**src/rtl/ps2_keypad.sv**
```systemverilog
// PS/2 set-2 keyboard front end: synchronises and filters the PS/2 lines, deframes bytes,
// and turns make/break scancodes into a 16-key CHIP-8 key matrix plus per-key events.
module ps2_keypad #(
    parameter int unsigned FILTER_LEN     = 8,
    parameter int unsigned TIMEOUT_CYCLES = 25000
) (
    input  logic        clk,
    input  logic        res,
    input  logic        ps2_clk,
    input  logic        ps2_data,
    output logic [15:0] key_matrix,
    output logic        key_event,
    output logic [3:0]  key_code,
    output logic        key_down,
    output logic        frame_error
);

    localparam int unsigned TO_W = $clog2(TIMEOUT_CYCLES);
    localparam logic [TO_W-1:0] TO_LAST = TO_W'(TIMEOUT_CYCLES - 1);

    typedef enum logic [2:0] {
        S_IDLE,
        S_START_OK,
        S_DATA,
        S_PARITY,
        S_STOP
    } state_t;

    logic [1:0]            clk_sync;
    logic [1:0]            dat_sync;
    logic [FILTER_LEN-1:0] filt_sr;
    logic                  filt_clk;
    logic                  filt_clk_d;
    logic                  strobe_c;
    logic                  din_c;

    state_t                state, state_nx;
    logic [7:0]            shift_q, shift_nx;
    logic [2:0]            bitcnt_q, bitcnt_nx;
    logic                  par_ok_q, par_ok_nx;
    logic [TO_W-1:0]       tocnt_q, tocnt_nx;
    logic                  byte_valid, byte_valid_nx;
    logic                  timeout_q, timeout_nx;
    logic                  ferr_nx;

    logic                  break_flag;
    logic                  ext_flag;
    logic                  map_hit_c;
    logic [3:0]            map_key_c;

    // Synchronisers and clock filter; everything resets to the idle-high line level
    // so that leaving reset never looks like a falling PS/2 clock.
    always_ff @(posedge clk or posedge res) begin
        if (res) begin
            clk_sync   <= '1;
            dat_sync   <= '1;
            filt_sr    <= '1;
            filt_clk   <= 1'b1;
            filt_clk_d <= 1'b1;
        end else begin
            clk_sync   <= {clk_sync[0], ps2_clk};
            dat_sync   <= {dat_sync[0], ps2_data};
            filt_sr    <= {filt_sr[FILTER_LEN-2:0], clk_sync[1]};
            if (filt_sr == '0) begin
                filt_clk <= 1'b0;
            end else if (filt_sr == '1) begin
                filt_clk <= 1'b1;
            end
            filt_clk_d <= filt_clk;
        end
    end

    assign strobe_c = filt_clk_d & ~filt_clk;
    assign din_c    = dat_sync[1];

    // Frame state and datapath registers
    always_ff @(posedge clk or posedge res) begin
        if (res) begin
            state       <= S_IDLE;
            shift_q     <= '0;
            bitcnt_q    <= '0;
            par_ok_q    <= 1'b0;
            tocnt_q     <= '0;
            byte_valid  <= 1'b0;
            timeout_q   <= 1'b0;
            frame_error <= 1'b0;
        end else begin
            state       <= state_nx;
            shift_q     <= shift_nx;
            bitcnt_q    <= bitcnt_nx;
            par_ok_q    <= par_ok_nx;
            tocnt_q     <= tocnt_nx;
            byte_valid  <= byte_valid_nx;
            timeout_q   <= timeout_nx;
            frame_error <= ferr_nx;
        end
    end

    // Frame deserialiser next state; the timeout overrides whatever the frame logic chose.
    always_comb begin
        state_nx      = state;
        shift_nx      = shift_q;
        bitcnt_nx     = bitcnt_q;
        par_ok_nx     = par_ok_q;
        tocnt_nx      = tocnt_q;
        byte_valid_nx = 1'b0;
        timeout_nx    = 1'b0;
        ferr_nx       = 1'b0;

        if (state != S_IDLE) begin
            tocnt_nx = tocnt_q + TO_W'(1);
        end
        if (strobe_c) begin
            tocnt_nx = '0;
        end

        case (state)
            S_IDLE: begin
                if (strobe_c && !din_c) begin
                    state_nx  = S_START_OK;
                    bitcnt_nx = '0;
                end
            end
            S_START_OK, S_DATA: begin
                if (strobe_c) begin
                    shift_nx  = {din_c, shift_q[7:1]};
                    bitcnt_nx = bitcnt_q + 3'd1;
                    state_nx  = (bitcnt_q == 3'd7) ? S_PARITY : S_DATA;
                end
            end
            S_PARITY: begin
                if (strobe_c) begin
                    par_ok_nx = (^shift_q) ^ din_c;
                    state_nx  = S_STOP;
                end
            end
            S_STOP: begin
                if (strobe_c) begin
                    if (din_c && par_ok_q) begin
                        byte_valid_nx = 1'b1;
                    end else begin
                        ferr_nx = 1'b1;
                    end
                    state_nx = S_IDLE;
                end
            end
            default: state_nx = S_IDLE;
        endcase

        if (state != S_IDLE && !strobe_c && tocnt_q == TO_LAST) begin
            state_nx   = S_IDLE;
            tocnt_nx   = '0;
            ferr_nx    = 1'b1;
            timeout_nx = 1'b1;
        end
    end

    // Set-2 scancode to CHIP-8 hex keypad position
    always_comb begin
        map_hit_c = 1'b1;
        map_key_c = 4'h0;
        case (shift_q)
            8'h16: map_key_c = 4'h1;
            8'h1E: map_key_c = 4'h2;
            8'h26: map_key_c = 4'h3;
            8'h25: map_key_c = 4'hC;
            8'h15: map_key_c = 4'h4;
            8'h1D: map_key_c = 4'h5;
            8'h24: map_key_c = 4'h6;
            8'h2D: map_key_c = 4'hD;
            8'h1C: map_key_c = 4'h7;
            8'h1B: map_key_c = 4'h8;
            8'h23: map_key_c = 4'h9;
            8'h2B: map_key_c = 4'hE;
            8'h1A: map_key_c = 4'hA;
            8'h22: map_key_c = 4'h0;
            8'h21: map_key_c = 4'hB;
            8'h2A: map_key_c = 4'hF;
            default: map_hit_c = 1'b0;
        endcase
    end

    // Scancode decoder; shift_q still holds the received byte while byte_valid is high.
    always_ff @(posedge clk or posedge res) begin
        if (res) begin
            break_flag <= 1'b0;
            ext_flag   <= 1'b0;
            key_matrix <= '0;
            key_event  <= 1'b0;
            key_code   <= '0;
            key_down   <= 1'b0;
        end else begin
            key_event <= 1'b0;
            if (timeout_q) begin
                break_flag <= 1'b0;
                ext_flag   <= 1'b0;
            end else if (byte_valid) begin
                if (shift_q == 8'hF0) begin
                    break_flag <= 1'b1;
                end else if (shift_q == 8'hE0) begin
                    ext_flag <= 1'b1;
                end else begin
                    break_flag <= 1'b0;
                    ext_flag   <= 1'b0;
                    if (!ext_flag && map_hit_c) begin
                        key_matrix[map_key_c] <= ~break_flag;
                        key_event             <= 1'b1;
                        key_code              <= map_key_c;
                        key_down              <= ~break_flag;
                    end
                end
            end
        end
    end

endmodule
```
**config.mk**
```make
export PLATFORM = sky130hd
export DESIGN_NAME = ps2_keypad
export DESIGN_NICKNAME = d
export VERILOG_FILES = /design/src/rtl/ps2_keypad.sv
export SDC_FILE = /design/constraint.sdc
export NUM_CORES = 1
export LEC_CHECK = 0
export BUFFER_PORTS_ARGS = -buffer_cell sky130_fd_sc_hd__buf_2
export CORE_MARGIN = 5
export CORE_UTILIZATION = 40
export CTS_BUF_LIST = sky130_fd_sc_hd__clkbuf_8
export CTS_CLUSTER_DIAMETER = 40
export DETAILED_ROUTE_END_ITERATION = 10
export GPL_TIMING_DRIVEN = 0
export HOLD_SLACK_MARGIN = 0.03
export SYNTH_ARGS = -nofsm -noshare
export SYNTH_HDL_FRONTEND = slang
export SYNTH_SLANG_ARGS = --single-unit
```
**constraint.sdc**
```tcl
create_clock -name clk -period 2.76 [get_ports clk]
set_input_delay 0.276 -clock clk [delete_from_list [all_inputs] [get_ports clk]]
set_output_delay 0.276 -clock clk [all_outputs]
set_load 0.1 [all_outputs]
```
==> metrics.yaml, run 1 <==
rows: 34
worstMarginPinSlew_ps: 851
io_pins: 27
layout_commonest_cell: "dfrtp_1"
syn-cell-area_mm2: 0.00347
synth_fa_ha_area_share_pct: 5.78
antenna_found_initial: 0
first_iter_violations: 117
synth_compound_area_share_pct: 16.3
p_clk_share_pct: 41.6
vdd_drop_max_mv: 0.304
cts_buffer_depth: 2
setup_viol: 0
min_path_type: "in2async"
vias_per_cell: 5.12
final_cells: 484
clk_pin_slew_ps: 80
fin_crit_ps: 2460
synthMuxAreaShare_pct: 1.34
cts_buffers: 9
maxSlewHeadroom_pct: 43.3
area_growth_pct: 14.3
routabilityCongestion: 0.869
io_buffers: 26
cts_sinks: 71
dp.cells: 466
synth_edf_count: 0
p_switching_mw: 0.485
dr.pass1.iters: 4
cts-root-buf: "clkbuf_8"
diodes: 0
coreArea_mm2: 0.00859
detailedPlace.worstSlack_ps: 333
cts_tree: "built"
crit_arrival_ps: 2670
synth_top_family_by_area: "simple AND/OR/NAND/NOR gates"
synth_warnings: 0
hold_viol_final: 0
finalClockSkew_ps: 9.10
grt_start_max_net_pins: 72
grt_pass1_wl_mm: 11.6
grt_pass1_vias: 2416
power_switching_share_pct: 23.5
route.detailed.drc: 0
die_x_um: 103
ys_ff_latch: 71
crit_type: "reg2reg"
synth_cells: 332
cp_max_fo: 8
worst_slack_ps: 302
endpoint_kind: "register"
drt-total-wl_mm: 6.71
grt.overflow.total: 0
cp.required_ps: 2970
vias: 2480
cts_resized: 0
ant_nets: 0
drv_slew: 0
cts_setup_buffers: 0
synthFlopType: "dfrtp_1"
wire_per_inst_um: 13.9
ys_types: 55
internal_power_mw: 1.58
synth_seq_area_share_pct: 51.8
die-area_mm2: 0.0106
max_freq_ghz: 0.407
syn_avg_cell_area_um2: 10.4
post-dp-hpwl_mm: 4.64
start_kind: "register"
nets: 391
start_util_pct: 40.3
min_period_over_period_pct: 89.0
synthSimpleGateAreaFrac_pct: 17.3
status: "finished, final reports clean"
grt_setup_unrepaired: "no"
final_cell_mix: "dfrtp_1 (57), nand2_1 (34), buf_2 (31), o21ai_0 (27), nor2_1 (26)"
max-cap-violations: 0
grt_usage_pct: 13.7
insertion_delay_ps: 340
power_leakage_nw: 1.79
power.density_mw_per_mm2: 521
drive_above_1_share_pct: 19.9
p_seq_share_pct: 53.4
syn-num-nets: 352
synth-xor-area-share_pct: 3.79
h-tree-depth: 3
die_h_um: 103
async_flop_share_pct: 100
combPwrFrac_pct: 5.0
timing repair:
item | 4_1_cts | 5_1_grt
hold buffers | 2 | 0
endpoints found under the setup margin | 0 | 0
hold endpoints to repair | 2 | 0
power groups by stage:
stage / clock network (mW) / logic, mW / registers (mW)
final: 0.859 / 0.103 / 1.10
after global routing: 0.939 / 0.121 / 1.11
after CTS: 0.888 / 0.106 / 1.10
after detailed placement: 0 / 0.104 / 1.12
after global placement: 0 / 0.0972 / 1.12
after floorplan: 0 / 0.0775 / 1.12
per-stage QoR:
stage               instance area, um2  setup TNS, ps  total power [mW]  hold slack (ps)  utilization (%)
floorplan                         3470              0              1.19              280                -
global placement                  3730         -10600              1.22              346             43.4
detailed placement                3730              0              1.23              347             43.4
CTS                               3960              0              2.10              145             46.1
global route                      3960              0              2.17              187             46.1
finish                            3960              0              2.06              117             46.1
sequential cells by signal, summed over array words and instances, names as in the netlist:
register,flops
bitcnt_q,3
break_flag,1
byte_valid,1
clk_sync,2
dat_sync,2
ext_flag,1
filt_clk,1
filt_clk_d,1
filt_sr,8
frame_error,1
key_code,4
key_down,1
key_event,1
key_matrix,16
par_ok_q,1
shift_q,8
state,3
timeout_q,1
tocnt_q,15
critical path, cell delays in order (launching register included):
cell      delay, ps
dfrtp_1         400
inv_1            90
ha_1            280
and4_1          240
a311o_1         380
a311oi_2        340
nand2b_1         90
clkbuf_1        190
o21ai_0         200
o31ai_1         100
path summary, 6_finish.rpt:
path / slack, ps / to / from / cells after the start
max reg2reg: 300 / key_matrix[3]$_DFFE_PP0P_ / shift_q[2]$_DFFE_PP0P_ / 9
max: 300 / key_matrix[3]$_DFFE_PP0P_ / shift_q[2]$_DFFE_PP0P_ / 9
max in group asynchronous: 2100 / bitcnt_q[2]$_DFFE_PP0P_ / res / 2
min in group clk: 360 / filt_sr[0]$_DFF_PP1_ / clk_sync[1]$_DFF_PP1_ / 0
min: 120 / key_matrix[14]$_DFFE_PP0P_ / res / 2
min reg2reg: 360 / filt_sr[0]$_DFF_PP1_ / clk_sync[1]$_DFF_PP1_ / 0
layer usage:
metal | routed length, um | vias up | track usage [%]
li1 | - | 1271 | -
met1 | 3270 | 1163 | 18.4
met2 | 3170 | 44 | 21.9
met3 | 254 | 2 | 3.72
met4 | 18 | 0 | 3.98
met5 | 0 | - | 0
kinds of logic after synthesis:
logic type	Yosys count
XOR/XNOR	15
adder cells (fa/ha/maj)	16
flip-flops	71
AND/OR/NAND/NOR	112
buffers and inverters	29
multiplexers	4
AO/OA/AOI/OAI	85
area by class of cell:
type                    count  area, um2
fillers                   827       4630
repair buffers             28        150
clock buffers              11        151
clock inverters             5       56.3
plain buffers              14       73.8
well taps                 108        135
multi-input cells         232       1540
flip-flops and latches     71       1790
inverters                  15       58.8
synthesized netlist by cell type, types with 7 or more instances:
cell type,instances,share of area [%]
ha_1,16,5.8
clkbuf_1,7,0.76
dfrtp_1,57,41
xnor2_1,7,1.8
nor2_1,26,2.8
dfstp_2,14,11
a21oi_1,11,1.6
inv_1,15,1.6
nand3_1,10,1.4
nand2_1,34,3.7
o31ai_1,15,3.2
xor2_1,8,2.0
o21ai_0,27,3.9
(Power assumes the default switching activity.)
==> run 2: changes to the inputs <==
--- a/config.mk
+++ b/config.mk
@@ -5,6 +5,7 @@
 export SDC_FILE = /design/constraint.sdc
 export NUM_CORES = 1
 export LEC_CHECK = 0
+export ABC_AREA = 1
 export BUFFER_PORTS_ARGS = -buffer_cell sky130_fd_sc_hd__buf_2
 export CORE_MARGIN = 5
 export CORE_UTILIZATION = 40
==> run 2 against run 1 <==
  * Utilization rose by 0.67 points
  * Critical path depth rose by 3
  * Setup slack improved by 370 ps
  * Power rose by 26%
  * Clock power rose by 8.7%
  * Wire length rose by 17%
  * Cell count rose by 38%
  * Via count rose by 26%
  * Clock skew rose by 3.0 ps
  * Critical path type unchanged
  * Worst hold slack got worse by 5.9 ps
  * Design area rose by 9.1%
==> metrics.yaml, run 2 <==
status: "finished, final reports clean"
max-cap-violations: 0
drive_above_1_share_pct: 13.7
cts_tree: "built"
critical-path-top-delay-family: "simple AND/OR/NAND/NOR gates"
grt_setup_unrepaired: "no"
final_area_mm2: 0.00432
synth_area_leaders: "dfrtp_1 (38%), nand2_1 (15%), dfstp_2 (9.7%)"
tns_ps: 0
cts-root-buf: "clkbuf_8"
start_util_pct: 41.0
ant_nets: 0
p_seq_share_pct: 47.0
route.detailed.drc: 0
ys_types: 29
grt_pass1_vias: 2964
min_period_over_period_pct: 75.5
dp.cells: 650
yosysMostFrequentCell: "nand2_1"
grt.overflow.total: 0
synth_compound_area_share_pct: 6.10
dpl_cell_area_mm2: 0.00409
cts_resized: 0
crit_type: "reg2reg"
insertion_delay_ps: 350
dr.pass1.iters: 4
start_kind: "register"
path_common_cell: "nand2_1"
die_h_um: 107
worstMarginPinSlew_ps: 870
io_buffers: 26
synthMuxAreaShare_pct: 0
wire_per_inst_um: 11.8
synth_common_cells: "nand2_1 (155), nor2_1 (81), dfrtp_1 (57)"
max_freq_ghz: 0.480
first_iter_violations: 115
synth-xor-area-share_pct: 2.31
yosysTopAreaCell: "dfrtp_1"
cts_buffer_depth: 2
crit_arrival_ps: 2330
synth_cells: 495
clk_pin_slew_ps: 90
power.density_mw_per_mm2: 601
ys_ff_latch: 71
die_x_um: 107
cp_cell_sequence: "inv_1, ha_1, nand2_2, inv_2, nand2_1, nand3_1, nor2_1, a21oi_4, buf_6, nand2_1, nand2_1, nand2_1"
cp.required_ps: 3010
drv_slew: 0
cpPeakStageDelay_ps: 400
min_path_type: "in2async"
synthSimpleGateAreaFrac_pct: 31.8
detailedPlace.worstSlack_ps: 713
final_cells: 668
grt_pass1_wl_mm: 13.7
antenna_found_initial: 0
vias_per_cell: 4.69
synthFlopType: "dfrtp_1"
grt_usage_pct: 14.7
vdd_drop_max_mv: 0.288
cts_sinks: 71
largest_reg_flops: 16
slowest_stage: "dfrtp_1"
synth_fa_ha_area_share_pct: 5.28
cp_max_fo: 10
maxSlewHeadroom_pct: 42.0
fin_crit_ps: 2080
synth_edf_count: 0
routabilityCongestion: 0.874
combPwrFrac_pct: 17.0
grt_start_max_net_pins: 72
rows: 35
coreArea_mm2: 0.00924
io_pins: 27
p_clk_share_pct: 35.9
fin_hold_ws_ps: 111
vias: 3136
finalClockSkew_ps: 12.1
crit_buf_inv: 3
top_register: "key_matrix"
nets: 554
cts_buffers: 9
syn-cell-area_mm2: 0.00379
async_flop_share_pct: 100
syn_avg_cell_area_um2: 7.66
worst_slack_ps: 675
synth_warnings: 0
internal_power_mw: 1.80
p_switching_mw: 0.798
synth_seq_area_share_pct: 47.3
syn-num-nets: 515
post-dp-hpwl_mm: 5.68
synth_top_area_share_pct: 37.6
total_power_mw: 2.60
diodes: 0
setup_viol: 0
power_switching_share_pct: 30.7
final_cell_mix: "nand2_1 (155), nor2_1 (81), dfrtp_1 (57), inv_1 (53), nand3_1 (30)"
synth_top_family_by_area: "simple AND/OR/NAND/NOR gates"
area_growth_pct: 14.0
reg_top3: "key_matrix (16), tocnt_q (15)"
die-area_mm2: 0.0115
endpoint_kind: "register"
final_util_pct: 46.8
h-tree-depth: 3
hold_viol_final: 0
layout_commonest_cell: "nand2_1"
drt-total-wl_mm: 7.89
power_leakage_nw: 2.24
[run 2: changes by cell type in the layout (fill, tap and decap cells not counted), sizes merged, moves of 3 or more]
| cell | previous run | this run |
|---|---|---|
| a22oi | 6 | 1 |
| nor2b | 3 | 0 |
| o21ai | 32 | 24 |
| nand2 | 34 | 158 |
| inv | 15 | 56 |
| nor2 | 26 | 87 |
| o31ai | 15 | 1 |
| o41ai | 4 | 0 |
| nand2b | 4 | 0 |
| and4 | 4 | 0 |
| clkbuf | 18 | 10 |
| xnor2 | 7 | 4 |
| nand3 | 11 | 30 |
[run 2: area by class of cell]
| cell class | instances | area [um2] |
|---|---|---|
| plain buffers | 8 | 70.1 |
| clock buffers | 9 | 124 |
| clock inverters | 7 | 91.3 |
| fillers | 902 | 4920 |
| inverters | 54 | 205 |
| multi-input cells | 362 | 1730 |
| flip-flops and latches | 71 | 1790 |
| well taps | 129 | 161 |
| repair buffers | 28 | 150 |
[run 2: path summary, 6_finish.rpt]
path | startpoint | to | slack [ps] | depth (start not counted)
setup / recovery | shift_q[6]$_DFFE_PP0P_ | key_matrix[9]$_DFFE_PP0P_ | 680 | 12
hold / removal | res | key_matrix[8]$_DFFE_PP0P_ | 110 | 2
setup reg to reg | shift_q[6]$_DFFE_PP0P_ | key_matrix[9]$_DFFE_PP0P_ | 680 | 12
hold reg to reg | dat_sync[0]$_DFF_PP1_ | dat_sync[1]$_DFF_PP1_ | 360 | 0
max in group asynchronous | res | bitcnt_q[2]$_DFFE_PP0P_ | 2090 | 2
min in group clk | dat_sync[0]$_DFF_PP1_ | dat_sync[1]$_DFF_PP1_ | 360 | 0
[run 2: layer usage]
metal	vias to the layer above	wire length [um]	GRT usage, %
li1	1632	-	-
met1	1441	3830	19.7
met2	52	3640	23.2
met3	11	297	2.94
met4	0	125	5.86
met5	-	0	0
[run 2: power groups by stage]
stage | Combinational [mW] | Clock [mW] | Sequential [mW]
2_1_floorplan | 0.349 | 0 | 1.22
3_3_place_gp | 0.435 | 0 | 1.24
3_5_place_dp | 0.443 | 0 | 1.24
4_1_cts | 0.446 | 0.956 | 1.22
5_1_grt | 0.511 | 1.01 | 1.23
6_report | 0.443 | 0.934 | 1.22
[run 2: what timing repair did]
action | CTS | global route
hold buffers | 2 | 0
endpoints found under the setup margin | 0 | 0
endpoints found under the hold margin | 2 | 0
buffers inserted | 0 | 0
[run 2: kinds of logic after synthesis]
family / Yosys count
AOI/OAI and AO/OA: 42
xor gates and xnor gates: 10
adders and majority gates: 16
buffers and inverters: 62
DFF: 71
and+or+nand+nor: 294
